<file path="config.mk">
export PLATFORM = sky130hd
export DESIGN_NAME = packet_stat_counter
export DESIGN_NICKNAME = d
export VERILOG_FILES = /design/src/rtl/packet_stat_counter.sv
export SDC_FILE = /design/constraint.sdc
export NUM_CORES = 1
export LEC_CHECK = 0
export CORE_MARGIN = 2
export CORE_UTILIZATION = 42
export CTS_CLUSTER_SIZE = 8
export DETAILED_ROUTE_END_ITERATION = 8
export GPL_TIMING_DRIVEN = 0
export PLACE_DENSITY = 0.63
export SYNTH_ARGS = -nofsm -noshare
export SYNTH_HDL_FRONTEND = slang
export SYNTH_SLANG_ARGS = --single-unit
export TNS_END_PERCENT = 1
</file>
<file path="constraint.sdc">
create_clock -name clk50 -period 2.7 [get_ports clk50]
set_input_delay 0.27 -clock clk50 [delete_from_list [all_inputs] [get_ports clk50]]
set_output_delay 0.27 -clock clk50 [all_outputs]
set_load 0.05 [all_outputs]
</file>
<file path="src/rtl/packet_stat_counter.sv">
// Per-port packet framing checker and counter driving six registered seven-segment digits.
// Ingress is port 0 (hex1..hex3), egress is port 1 (hex4..hex6).
`timescale 1ns / 1ps

module packet_stat_counter #(
  parameter int unsigned REFRESH_CYCLES = 5_000_000,
  parameter int unsigned ACT_HOLD       = 2_500_000
) (
  input  logic       clk50,
  input  logic       reset_n,
  input  logic       clear_stats,
  input  logic       in_valid,
  input  logic       in_sop,
  input  logic       in_eop,
  input  logic       out_valid,
  input  logic       out_sop,
  input  logic       out_eop,
  output logic [7:0] hex1,
  output logic [7:0] hex2,
  output logic [7:0] hex3,
  output logic [7:0] hex4,
  output logic [7:0] hex5,
  output logic [7:0] hex6,
  output logic [7:0] err_in,
  output logic [7:0] err_out
);

  localparam int unsigned RefW = (REFRESH_CYCLES > 2) ? $clog2(REFRESH_CYCLES) : 1;
  localparam int unsigned ActW = $clog2(ACT_HOLD + 1);

  typedef enum logic {StIdle, StPkt} state_e;

  function automatic logic [6:0] seg7(input logic [3:0] nib);
    logic [6:0] code;
    case (nib)
      4'h0: code = 7'h3F;
      4'h1: code = 7'h06;
      4'h2: code = 7'h5B;
      4'h3: code = 7'h4F;
      4'h4: code = 7'h66;
      4'h5: code = 7'h6D;
      4'h6: code = 7'h7D;
      4'h7: code = 7'h07;
      4'h8: code = 7'h7F;
      4'h9: code = 7'h6F;
      4'hA: code = 7'h77;
      4'hB: code = 7'h7C;
      4'hC: code = 7'h39;
      4'hD: code = 7'h5E;
      4'hE: code = 7'h79;
      default: code = 7'h71;
    endcase
    return code;
  endfunction

  logic [1:0]  valid, sop, eop;
  logic [11:0] cnt   [2];
  logic [7:0]  err   [2];
  logic [1:0]  act;

  assign valid = {out_valid, in_valid};
  assign sop   = {out_sop, in_sop};
  assign eop   = {out_eop, in_eop};

  for (genvar p = 0; p < 2; p++) begin : g_port
    state_e          state_q, state_d;
    logic            count_pkt, count_err;
    logic [11:0]     cnt_q;
    logic [7:0]      err_q;
    logic [ActW-1:0] act_q;

    always_comb begin
      state_d   = state_q;
      count_pkt = 1'b0;
      count_err = 1'b0;
      if (clear_stats) begin
        state_d = StIdle;
      end else if (valid[p]) begin
        unique case (state_q)
          StIdle: begin
            if (sop[p] && eop[p]) begin
              count_pkt = 1'b1;
            end else if (sop[p]) begin
              state_d = StPkt;
            end else begin
              count_err = 1'b1;
            end
          end
          StPkt: begin
            // A fresh sop abandons the open packet; the new one may close on the same beat.
            if (sop[p]) count_err = 1'b1;
            if (eop[p]) begin
              count_pkt = 1'b1;
              state_d   = StIdle;
            end
          end
          default: state_d = StIdle;
        endcase
      end
    end

    always_ff @(posedge clk50 or negedge reset_n) begin
      if (!reset_n) begin
        state_q <= StIdle;
      end else begin
        state_q <= state_d;
      end
    end

    always_ff @(posedge clk50 or negedge reset_n) begin
      if (!reset_n) begin
        cnt_q <= '0;
        err_q <= '0;
        act_q <= '0;
      end else if (clear_stats) begin
        cnt_q <= '0;
        err_q <= '0;
        act_q <= '0;
      end else begin
        if (count_pkt) cnt_q <= cnt_q + 12'd1;
        if (count_err && (err_q != 8'hFF)) err_q <= err_q + 8'd1;
        if (count_pkt) begin
          act_q <= ACT_HOLD[ActW-1:0];
        end else if (act_q != '0) begin
          act_q <= act_q - 1'b1;
        end
      end
    end

    assign cnt[p] = cnt_q;
    assign err[p] = err_q;
    assign act[p] = (act_q != '0);
  end

  logic [RefW-1:0] refresh_q;
  logic            refresh_tick;
  logic [6:0]      dig_in_q  [3];
  logic [6:0]      dig_out_q [3];

  assign refresh_tick = (refresh_q == RefW'(REFRESH_CYCLES - 1));

  always_ff @(posedge clk50 or negedge reset_n) begin
    if (!reset_n) begin
      refresh_q <= '0;
    end else if (refresh_tick) begin
      refresh_q <= '0;
    end else begin
      refresh_q <= refresh_q + 1'b1;
    end
  end

  // Snapshot uses pre-edge counts, so a packet sampled on the tick edge shows next refresh.
  always_ff @(posedge clk50 or negedge reset_n) begin
    if (!reset_n) begin
      for (int i = 0; i < 3; i++) begin
        dig_in_q[i]  <= 7'h3F;
        dig_out_q[i] <= 7'h3F;
      end
    end else if (refresh_tick) begin
      dig_in_q[0]  <= seg7(cnt[0][11:8]);
      dig_in_q[1]  <= seg7(cnt[0][7:4]);
      dig_in_q[2]  <= seg7(cnt[0][3:0]);
      dig_out_q[0] <= seg7(cnt[1][11:8]);
      dig_out_q[1] <= seg7(cnt[1][7:4]);
      dig_out_q[2] <= seg7(cnt[1][3:0]);
    end
  end

  assign hex1    = {1'b0, dig_in_q[0]};
  assign hex2    = {1'b0, dig_in_q[1]};
  assign hex3    = {act[0], dig_in_q[2]};
  assign hex4    = {1'b0, dig_out_q[0]};
  assign hex5    = {1'b0, dig_out_q[1]};
  assign hex6    = {act[1], dig_out_q[2]};
  assign err_in  = err[0];
  assign err_out = err[1];

endmodule

</file>
==> results of run 1 <==
## metal layers
layer | up-vias | wire [um]
li1 | 3384 | -
met1 | 3272 | 9430
met2 | 143 | 8990
met3 | 16 | 882
met4 | 0 | 261
met5 | - | 0
## final cells by class
class / count / area, um2
flip-flops and latches: 151 / 3820
clock buffers: 19 / 453
multi-input cells: 702 / 4540
repair buffers: 71 / 724
inverters: 30 / 113
fillers: 1838 / 9770
well taps: 270 / 338
plain buffers: 41 / 209
clock inverters: 13 / 194
## worst min-delay path, delay by kind of cell
| family | cells | cell delay [ps] |
|---|---|---|
| AO/OA/AOI/OAI | 1 | 200 |
| buffers and inverters | 1 | 210 |
| AND/OR/NAND/NOR | 1 | 50 |
## report_power, final
| part | internal [mW] | switching (mW) |
|---|---|---|
| combinational | 1.05 | 1.42 |
| sequential | 2.53 | 0.335 |
| clock | 1.61 | 1.00 |
## cell usage in the layout (no fill, tap or decap), types with 12 or more instances in the layout
cell,count
a211oi_1,13
nand2b_1,12
inv_1,28
xnor2_1,49
nand2_1,94
a21oi_1,52
clkbuf_16,17
or3_1,15
nor2_1,118
dfstp_2,36
xor2_1,28
clkbuf_1,28
nor3_1,25
ha_1,49
nand3_1,29
clkdlybuf4s50_1,63
dfrtp_1,114
o21ai_0,62
nor2b_1,17
nand4_1,12
## stage by stage
stage | total power, mW | setup WS, ps | hold slack, ps | cells | utilization (%)
6_report | 7.94 | 115 | 342 | 1297 | 51.6
5_1_grt | 8.40 | 28.8 | 390 | 1297 | 51.6
4_1_cts | 7.92 | 12.0 | 314 | 1296 | 51.4
3_5_place_dp | 5.17 | -483 | 326 | 1262 | 47.9
3_3_place_gp | 5.12 | -4980 | 466 | 1261 | 47.7
2_1_floorplan | 4.64 | 422 | -25.6 | 925 | -
## what timing repair did
| action | 4_1_cts | 5_1_grt |
|---|---|---|
| endpoints found under the setup margin | 2 | 2 |
| hold buffers | 1 | 0 |
| resized for setup | 20 | 7 |
| pin swaps | 1 | 1 |
| hold endpoints to repair | 69 | 0 |
| setup buffers | 1 | 2 |
## path summary, 6_finish.rpt
check,from,to,slack (ps),cells past startpoint
max,g_port[1].act_q[16],hex6[7],110,6
min,out_valid,err_out[3],340,3
max reg2reg,refresh_q[0],refresh_q[11],300,6
min reg2reg,hex2[1],hex2[1],470,2
max in group asynchronous,reset_n,hex5[4],1420,3
min in group asynchronous,reset_n,refresh_q[9],400,2
## flip-flops by register name, indices dropped and copies added, names as in the netlist
signal          flops
hex3                7
g_port.cnt_q       24
g_port.act_q       44
hex2                7
err_in              8
refresh_q          23
g_port.state_q      2
hex1                7
err_out             8
hex6                7
hex5                7
hex4                7
## logic make-up (layout without fill, tap and decap cells)
family | Yosys count | after routing | synth area share [%]
flip-flops | 151 | 151 | 44.4
AO/OA/AOI/OAI | 185 | 185 | 13.4
AND/OR/NAND/NOR | 373 | 373 | 21.3
buffers and inverters | 72 | 174 | 3.79
other | 1 | 4 | 0.0435
XOR/XNOR | 77 | 77 | 7.83
adder cells (fa/ha/maj) | 50 | 50 | 7.26
multiplexers | 13 | 13 | 1.97
==> summary.md, run 1 <==
| Metric | Value |
|---|---|
| Status | `complete, no violations` |
| Vias | `6815` |
| Gr busiest metal | `met2` |
| Layout cell share with drive strength beyond 1 | `11.4%` |
| # IOs | `73` |
| Library cells used by synthesis | `71` |
| Crit Path Category | `reg -> out` |
| Period utilization | `95.8%` |
| # Max-Cap Violations | `0` |
| CTS Buf Count | `17` |
| Synth area leader | `dfrtp_1` |
| Antenna-violating nets left | `0` |
| Slew HR | `47.2%` |
| Final hold vios | `0` |
| CP Launch Type | `flip-flop` |
| Sum Neg Setup Slack | `0 ps` |
| Crit. End Element | `output port` |
| Post-synth EDFFs | `0` |
| Grt met1 use | `26.0%` |
| Design area | `10400 um2` |
| Sequential area share after synthesis | `44.4%` |
| Tmin final | `2590 ps` |
| Fraction of registers with async set/reset | `100%` |
| Clock slew at reported path FFs | `60 ps` |
| Post-Synthesis Cell Area | `8620 um2` |
| Setup violators final | `0` |
| Most used DFF post-synth | `dfrtp_1` |
| CP arrival | `2320 ps` |
| Worst-path cell chain | `or4_4, or3_1, buf_6, nor2_8, inv_2, buf_6` |
| Worst path top cell family by delay | `simple AND/OR/NAND/NOR gates` |
| Ant. Diodes | `0` |
| Max IR drop VDD | `0.461 mV` |
| Final global-route overflow total | `0` |
| Area Growth Syn to Fin | `20.7%` |
| WL/cell | `15.1 um` |
| YS warnings | `0` |
| Total Wirelength | `19600 um` |
| Worst-Margin Slew | `789 ps` |
| Initial antenna violation count | `0` |
| Crit Path Max Fanout | `9` |
| Cell leakage power | `4.27 nW` |
| PortBufs | `66` |
| GRT Util Overall | `18.9%` |
| Root Driver | `clkbuf_16` |
| DRT iter0 DRCs | `408` |
| Placed inst area | `9660 um2` |
| Die area | `21700 um2` |
| CTS H-tree depth | `4` |
| Global-route met2 utilization | `30.1%` |
| Clock sinks | `151` |
| Core Area | `20200 um2` |
| Max Slew Vio Count | `0` |
| Nets | `1073` |
| Row cnt | `52` |
| Met3 usage | `4.16%` |
| Largest net degree at the start of global routing | `82` |
| CTS tree | `yes` |
| Clock Latency Late Sink | `430 ps` |
| Most frequent cell after synthesis | `nor2_1` |
| Worst Hold Class | `in -> reg` |
| Mapped Cells | `922` |
| Die X | `147 um` |
| Flops & latches, synth | `151` |
| Top post-synthesis cells by count | `nor2_1 (118), dfrtp_1 (115), nand2_1 (94), o21ai_0 (62), a21oi_1 (52)` |
| CP required | `2430 ps` |
| Vias/cell | `5.25` |
| Dominant cells by area after synthesis | `dfrtp_1 (33%), dfstp_2 (11%), ha_1 (7.3%)` |
| Highest cell delay on the worst timing path | `520 ps` |
| Die H | `147 um` |
| Mean Syn Cell Area | `9.35 um2` |
| Routability cong. | `0.856` |
| Max Root-Sink Buffers | `2` |
| Fmax | `0.387 GHz` |
| Yosys top cell area share | `33.4%` |
| Power Density | `764 nW/um2` |
| Critical-path top delay cell | `or4_4` |
| Vias in the first global route | `6540` |
| Worst Clk Skew | `7.56 ps` |
| Global-route wire length before repair | `33100 um` |
| Remaining DRCs | `0` |
| Initial Util | `42.7%` |
| RSZ-0062 raised after global routing | `no` |
| Most common cell on crit path | `buf_6` |
| Worst Path Buf+Inv | `3` |
| Drt first pass iters | `6` |
| Final HPWL DP | `13700 um` |
(Power assumes the default switching activity.)
==> inputs of run 2 (changes only) <==
--- a/config.mk
+++ b/config.mk
@@ -6,11 +6,11 @@
 export NUM_CORES = 1
 export LEC_CHECK = 0
 export CORE_MARGIN = 2
-export CORE_UTILIZATION = 42
+export CORE_UTILIZATION = 45
 export CTS_CLUSTER_SIZE = 8
 export DETAILED_ROUTE_END_ITERATION = 8
 export GPL_TIMING_DRIVEN = 0
-export PLACE_DENSITY = 0.63
+export PLACE_DENSITY = 0.67
 export SYNTH_ARGS = -nofsm -noshare
 export SYNTH_HDL_FRONTEND = slang
 export SYNTH_SLANG_ARGS = --single-unit
==> run 2 against run 1 <==
Net effect:
- fmax fell by 2.0%
- final cell count fell by 2.6%
- die area fell by 6.5%
- largest power group unchanged
- via count fell by 0.63%
- critical path type unchanged
- utilization rose by 3.4 points
- worst hold slack got worse by 23 ps
- largest cell class unchanged
- non-clock buffer count rose by 2
- register-to-register slack improved by 60 ps
- combinational power barely moved
- clock power fell by 7%
==> summary.md, run 2 (synthesis results as in run 1) <==
| Metric | Value |
|---|---|
| Slew HR | `47.4% (+0.20 points)` |
| Initial Util | `45.9% (+3.2 points)` |
| Tmin final | `2640 ps (+53.3 ps)` |
| Place WS | `-525 ps (-41.8 ps)` |
| Vias/cell | `5.36 (+2.0%)` |
| Global-route wire length before repair | `32000 um (-3.1%)` |
| Crit Path Max Fanout | `9 (unchanged)` |
| Final hold vios | `0 (unchanged)` |
| Max Root-Sink Buffers | `2 (unchanged)` |
| Cell leakage power | `4.28 nW (+0.17%)` |
| CP required | `2430 ps (about the same)` |
| CTS Buf Count | `17 (unchanged)` |
| Setup violators final | `0 (unchanged)` |
| Commonest non-fill, non-tap cell in the layout | `nor2_1` |
| Max reg flops | `44 (unchanged)` |
| Remaining DRCs | `0 (unchanged)` |
| Total Wirelength | `18900 um (-3.4%)` |
| Drt first pass iters | `4 (-2)` |
| Status | `complete, no violations` |
| Largest net degree at the start of global routing | `93 (+13%)` |
| Final HPWL DP | `13400 um (-2.0%)` |
| Setup slack after layout | `61.4 ps (-53.3 ps)` |
| Area Growth Syn to Fin | `19.7%` |
| Max Slew Vio Count | `0 (unchanged)` |
| CTS tree | `yes` |
| Row cnt | `50 (-3.8%)` |
| CP Launch Type | `flip-flop` |
| Crit. End Element | `output port` |
| Core Area | `18800 um2 (-6.9%)` |
| Max IR drop VDD | `0.538 mV (+17%)` |
| Root Driver | `clkbuf_16` |
| # IOs | `73 (unchanged)` |
| Antenna-violating nets left | `0 (unchanged)` |
| Die area | `20300 um2 (-6.5%)` |
| Worst Hold Class | `in -> reg` |
| Clock Latency Late Sink | `430 ps (about the same)` |
| Hold path start | `out_valid` |
| Clock sinks | `151 (unchanged)` |
| CTS H-tree depth | `4 (unchanged)` |
| GRT Util Overall | `19.6% (+0.77 points)` |
| Nets | `1075 (+0.19%)` |
| Biggest regs | `g_port.act_q: 44 flops, g_port.cnt_q: 24 flops, refresh_q: 23 flops` |
| Worst-Margin Slew | `786 ps (-2.94 ps)` |
| RSZ-0062 raised after global routing | `yes` |
| Clock slew at reported path FFs | `60 ps (about the same)` |
| Util after Layout | `55.0% (+3.4 points)` |
| Ant. Diodes | `0 (unchanged)` |
| CP arrival | `2370 ps (+50 ps)` |
| Crit Path Category | `reg -> out` |
| Layout cell share with drive strength beyond 1 | `11.2% (-0.22 points)` |
| Reg2reg start | `refresh_q[0]` |
| Power Density | `755 nW/um2 (-1.1%)` |
| Initial antenna violation count | `0 (unchanged)` |
| Final global-route overflow total | `0 (unchanged)` |
| DRT iter0 DRCs | `379 (-7.1%)` |
| Routability cong. | `0.829 (-3.2%)` |
| Worst Clk Skew | `9.36 ps (+1.80 ps)` |
| Vias | `6772 (-0.63%)` |
| WL/cell | `15.0 um (-0.77%)` |
| # Max-Cap Violations | `0 (unchanged)` |
| Crit path from | `g_port[1].act_q[19]` |
| PortBufs | `66 (unchanged)` |
| Vias in the first global route | `6524 (-0.24%)` |
| Die H | `142 um (-3.3%)` |
| Fmax | `0.379 GHz (-2.0%)` |
| Largest Register | `g_port.act_q` |
| Die X | `142 um (-3.3%)` |
| Most frequent cells in the layout | `nor2_1 (118), dfrtp_1 (115), nand2_1 (94)` |
| Period utilization | `97.7% (+2.0 points)` |
==> run 2: through the flow <==
step           TNS (ps)  power, mW  area (um2)  hold WS [ps]  cells
6_report              0       7.79       10300           319   1263
3_3_place_gp    -664200       5.12        9580           464   1225
4_1_cts               0       7.74       10300           299   1260
2_1_floorplan         0       4.64        8630         -25.6    925
3_5_place_dp       -646       5.15        9610           280   1226
5_1_grt           -33.4       8.26       10300           364   1263
==> run 2: metal layers <==
| layer | vias up | track usage [%] | wire length [um] |
|---|---|---|---|
| met5 | - | 0 | 0 |
| met4 | 0 | 6.20 | 277 |
| met3 | 23 | 4.00 | 700 |
| met2 | 134 | 30.4 | 8430 |
| met1 | 3227 | 27.8 | 9490 |
| li1 | 3388 | - | - |
==> run 2: layout make-up <==
cell class | instances | area (um2)
Buffer | 41 | 209
Inverter | 30 | 113
Fill cell | 1677 | 8450
Sequential cell | 151 | 3820
Timing Repair Buffer | 73 | 733
Clock inverter | 12 | 154
Clock buffer | 20 | 447
Tap cell | 234 | 293
Multi-Input combinational cell | 702 | 4550
==> run 2: power breakdown <==
group          switching, mW  internal, mW  total (mW)
sequential             0.337          2.53        2.86
clock                  0.965          1.48        2.44
combinational           1.42          1.06        2.48
total                   2.72          5.07        7.79
==> run 2: critical path, stage by stage (launching register included) <==
cell	delay [ps]
dfrtp_1	390
or4_4	570
or3_1	340
buf_6	160
nor2_8	160
inv_2	90
buf_2	220
==> run 2: path summary, 6_finish.rpt <==
path | to | slack (ps) | depth (start not counted)
max | hex6[7] | 60 | 6
min | err_out[3] | 320 | 3
max reg2reg | hex2[5] | 360 | 7
min reg2reg | hex4[5] | 470 | 2
max in group asynchronous | hex5[3] | 1480 | 3
min in group asynchronous | refresh_q[22] | 370 | 2
==> run 2: timing repair <==
item	4_1_cts	5_1_grt
gates cloned	0	0
endpoints found under the setup margin	2	3
hold buffers	1	0
gates resized for setup	20	3
endpoints found under the hold margin	26	0
buffers inserted	1	4
pin swaps	1	1
==> inputs of run 3 (changes only) <==
--- a/config.mk
+++ b/config.mk
@@ -7,9 +7,11 @@
 export LEC_CHECK = 0
 export CORE_MARGIN = 2
 export CORE_UTILIZATION = 45
-export CTS_CLUSTER_SIZE = 8
+export CTS_CLUSTER_DIAMETER = 50
+export CTS_CLUSTER_SIZE = 10
 export DETAILED_ROUTE_END_ITERATION = 8
 export GPL_TIMING_DRIVEN = 0
+export MAX_ROUTING_LAYER = met4
 export PLACE_DENSITY = 0.67
 export SYNTH_ARGS = -nofsm -noshare
 export SYNTH_HDL_FRONTEND = slang
==> run 3 against run 2 <==
Net effect:
- sequential share of layout area stayed put
- flip-flop and latch count stayed put
- wire length is 0.52% higher
- sequential power about the same
- setup slack got worse by 8.1 ps
- utilization unchanged
- final cell count unchanged
- total power rose by 0.16%
- largest power group unchanged
- global-route usage up 0.57 points
- non-clock buffer count is the same
- die area stayed put
- register-to-register slack worse by 20 ps
==> summary.md, run 3 (synthesis results as in run 1) <==
| Metric | Value |
|---|---|
| Global-route wire length before repair | `32000 um (about the same)` |
| Placed insts | `1226 (unchanged)` |
| Reg2reg start | `refresh_q[0]` |
| CP required | `2430 ps (about the same)` |
| PortBufs | `66 (unchanged)` |
| Ant. Diodes | `0 (unchanged)` |
| Crit Path Max Fanout | `9 (unchanged)` |
| DRT iter0 DRCs | `367 (-3.2%)` |
| Filler instances | `1677 (unchanged)` |
| CP arrival | `2380 ps (about the same)` |
| Die H | `142 um (unchanged)` |
| Hold path start | `out_valid` |
| Most frequent cells in the layout | `nor2_1 (118), dfrtp_1 (115), nand2_1 (94)` |
| Crit. End Element | `output port` |
| Die X | `142 um (unchanged)` |
| Worst Clk Skew | `9.18 ps (-0.180 ps)` |
| # Max-Cap Violations | `0 (unchanged)` |
| Worst-path cell chain | `or4_4, or3_1, buf_6, nor2_8, inv_2, buf_2` |
| Vias | `6782 (+0.15%)` |
| Commonest non-fill, non-tap cell in the layout | `nor2_1` |
| Root Driver | `clkbuf_16` |
| Core Area | `18800 um2 (unchanged)` |
| Area Growth Syn to Fin | `19.7% (unchanged)` |
| Drt first pass iters | `5 (+1)` |
| Final global-route overflow total | `0 (unchanged)` |
| Max Slew Vio Count | `0 (unchanged)` |
| Period utilization | `98.0% (+0.30 points)` |
| Power Density | `756 nW/um2 (+0.16%)` |
| Setup violators final | `0 (unchanged)` |
| Nets | `1075 (unchanged)` |
| RSZ-0062 raised after global routing | `yes` |
| Worst-Margin Slew | `779 ps (-7.30 ps)` |
| Hold depth | `3 (unchanged)` |
| Clock sinks | `151 (unchanged)` |
| Tmin final | `2650 ps (+8.10 ps)` |
| Worst path top cell family by delay | `simple AND/OR/NAND/NOR gates` |
| Largest net degree at the start of global routing | `93 (unchanged)` |
| Worst Hold Class | `in -> reg` |
| CP Depth | `6 (unchanged)` |
| Die area | `20300 um2 (unchanged)` |
| Final hold vios | `0 (unchanged)` |
| Max Root-Sink Buffers | `2 (unchanged)` |
| Layout cell share with drive strength beyond 1 | `11.2% (unchanged)` |
| Initial Util | `45.9% (unchanged)` |
| Multi-input gate area | `4550 um2 (unchanged)` |
| WL/cell | `15.0 um (+0.52%)` |
| Cell leakage power | `4.28 nW (unchanged)` |
| Max reg flops | `44 (unchanged)` |
| Initial antenna violation count | `0 (unchanged)` |
| Routability cong. | `0.842 (+1.7%)` |
| Reg2reg setup slack | `340 ps (-20 ps)` |
| Status | `complete, no violations` |
| Layout Cells excl Fill | `1263 (unchanged)` |
| Critical-path top delay cell | `or4_4` |
| CTS Buf Count | `17 (unchanged)` |
| Clock Latency Late Sink | `430 ps (about the same)` |
| GRT Util Overall | `20.2% (+0.57 points)` |
| Crit Path Category | `reg -> out` |
| Util after Layout | `55.0% (unchanged)` |
| Slew HR | `47.9% (+0.49 points)` |
| Final HPWL DP | `13400 um (unchanged)` |
| Worst Hold End | `err_out[3]` |
| CTS H-tree depth | `4 (unchanged)` |
| Vias/cell | `5.37 (+0.15%)` |
| Sum Neg Setup Slack | `0 ps (unchanged)` |
| Largest Register | `g_port.act_q` |
| # IOs | `73 (unchanged)` |
| Fmax | `0.378 GHz (-0.31%)` |
| Highest cell delay on the worst timing path | `570 ps (about the same)` |
| Max IR drop VDD | `0.541 mV (+0.61%)` |
| Worst Path Buf+Inv | `3 (unchanged)` |
| Vias in the first global route | `6517 (-0.11%)` |
| Total Wirelength | `19000 um (+0.52%)` |
| Critical R2R Capture | `hex2[5]` |
| Reg area | `3820 um2 (unchanged)` |
| FF-to-FF path depth | `7 (unchanged)` |
| CP Launch Type | `flip-flop` |
| Biggest regs | `g_port.act_q: 44 flops, g_port.cnt_q: 24 flops, refresh_q: 23 flops` |
| Antenna-violating nets left | `0 (unchanged)` |
| Remaining DRCs | `0 (unchanged)` |
| Clock slew at reported path FFs | `60 ps (about the same)` |
| CTS tree | `yes` |
| Row cnt | `50 (unchanged)` |
-- run 3: cell counts in the layout (fill, tap and decap cells not counted) --
Identical to the previous run, type by type.
-- run 3: per-stage QoR --
stage	cell area [um2]	hold WS, ps	setup WS [ps]	total power, mW
2_1_floorplan	8630	-25.6	422	4.64
3_3_place_gp	9580	464	-4880	5.12
3_5_place_dp	9610	280	-525	5.15
4_1_cts	10300	299	22.5	7.74
5_1_grt	10300	364	-32.6	8.26
6_report	10300	322	53.3	7.80
-- run 3: layout make-up --
class / instances / area share (%)
Multi-Input combinational cell: 702 / 44.1
Sequential cell: 151 / 37.1
Timing Repair Buffer: 73 / 7.11
Clock buffer: 20 / 4.33
Tap cell: 234 / 2.84
Buffer: 41 / 2.02
Clock inverter: 12 / 1.49
Inverter: 30 / 1.09
-- run 3: timing repair --
action / CTS / global route
endpoints found under the hold margin: 26 / 0
buffers inserted: 1 / 4
pin swaps: 1 / 1
hold buffers: 1 / 0
resized for setup: 20 / 3
setup endpoints to repair: 2 / 3
-- run 3: routing by layer --
layer	vias up	share of wire, %	GRT usage (%)
met3	25	4.1	3.94
met4	0	1.4	6.20
met2	142	45	30.3
met1	3222	50	27.9
met5	-	0	-
li1	3393	-	-
-- run 3: tightest hold or removal path, stage by stage --
cell	delay, ps
clkbuf_1	200
a31oi_1	190
nor3_1	50
-- run 3: power breakdown --
group          internal, mW  switching [mW]  total, mW
Combinational          1.06            1.43       2.49
Sequential             2.53           0.338       2.87
Clock                  1.48           0.971       2.45
-- run 3: worst max path at each step --
stage / startpoint / to / slack, ps
after floorplan: g_port[0].act_q[0] / hex3[7] / 420
final: g_port[1].act_q[19] / hex6[7] / 50
after global routing: g_port[1].act_q[16] / hex6[7] / -30
after detailed placement: g_port[0].act_q[0] / hex3[7] / -520
after CTS: g_port[0].act_q[0] / hex3[7] / 20
after global placement: reset_n / err_out[1] / -4880
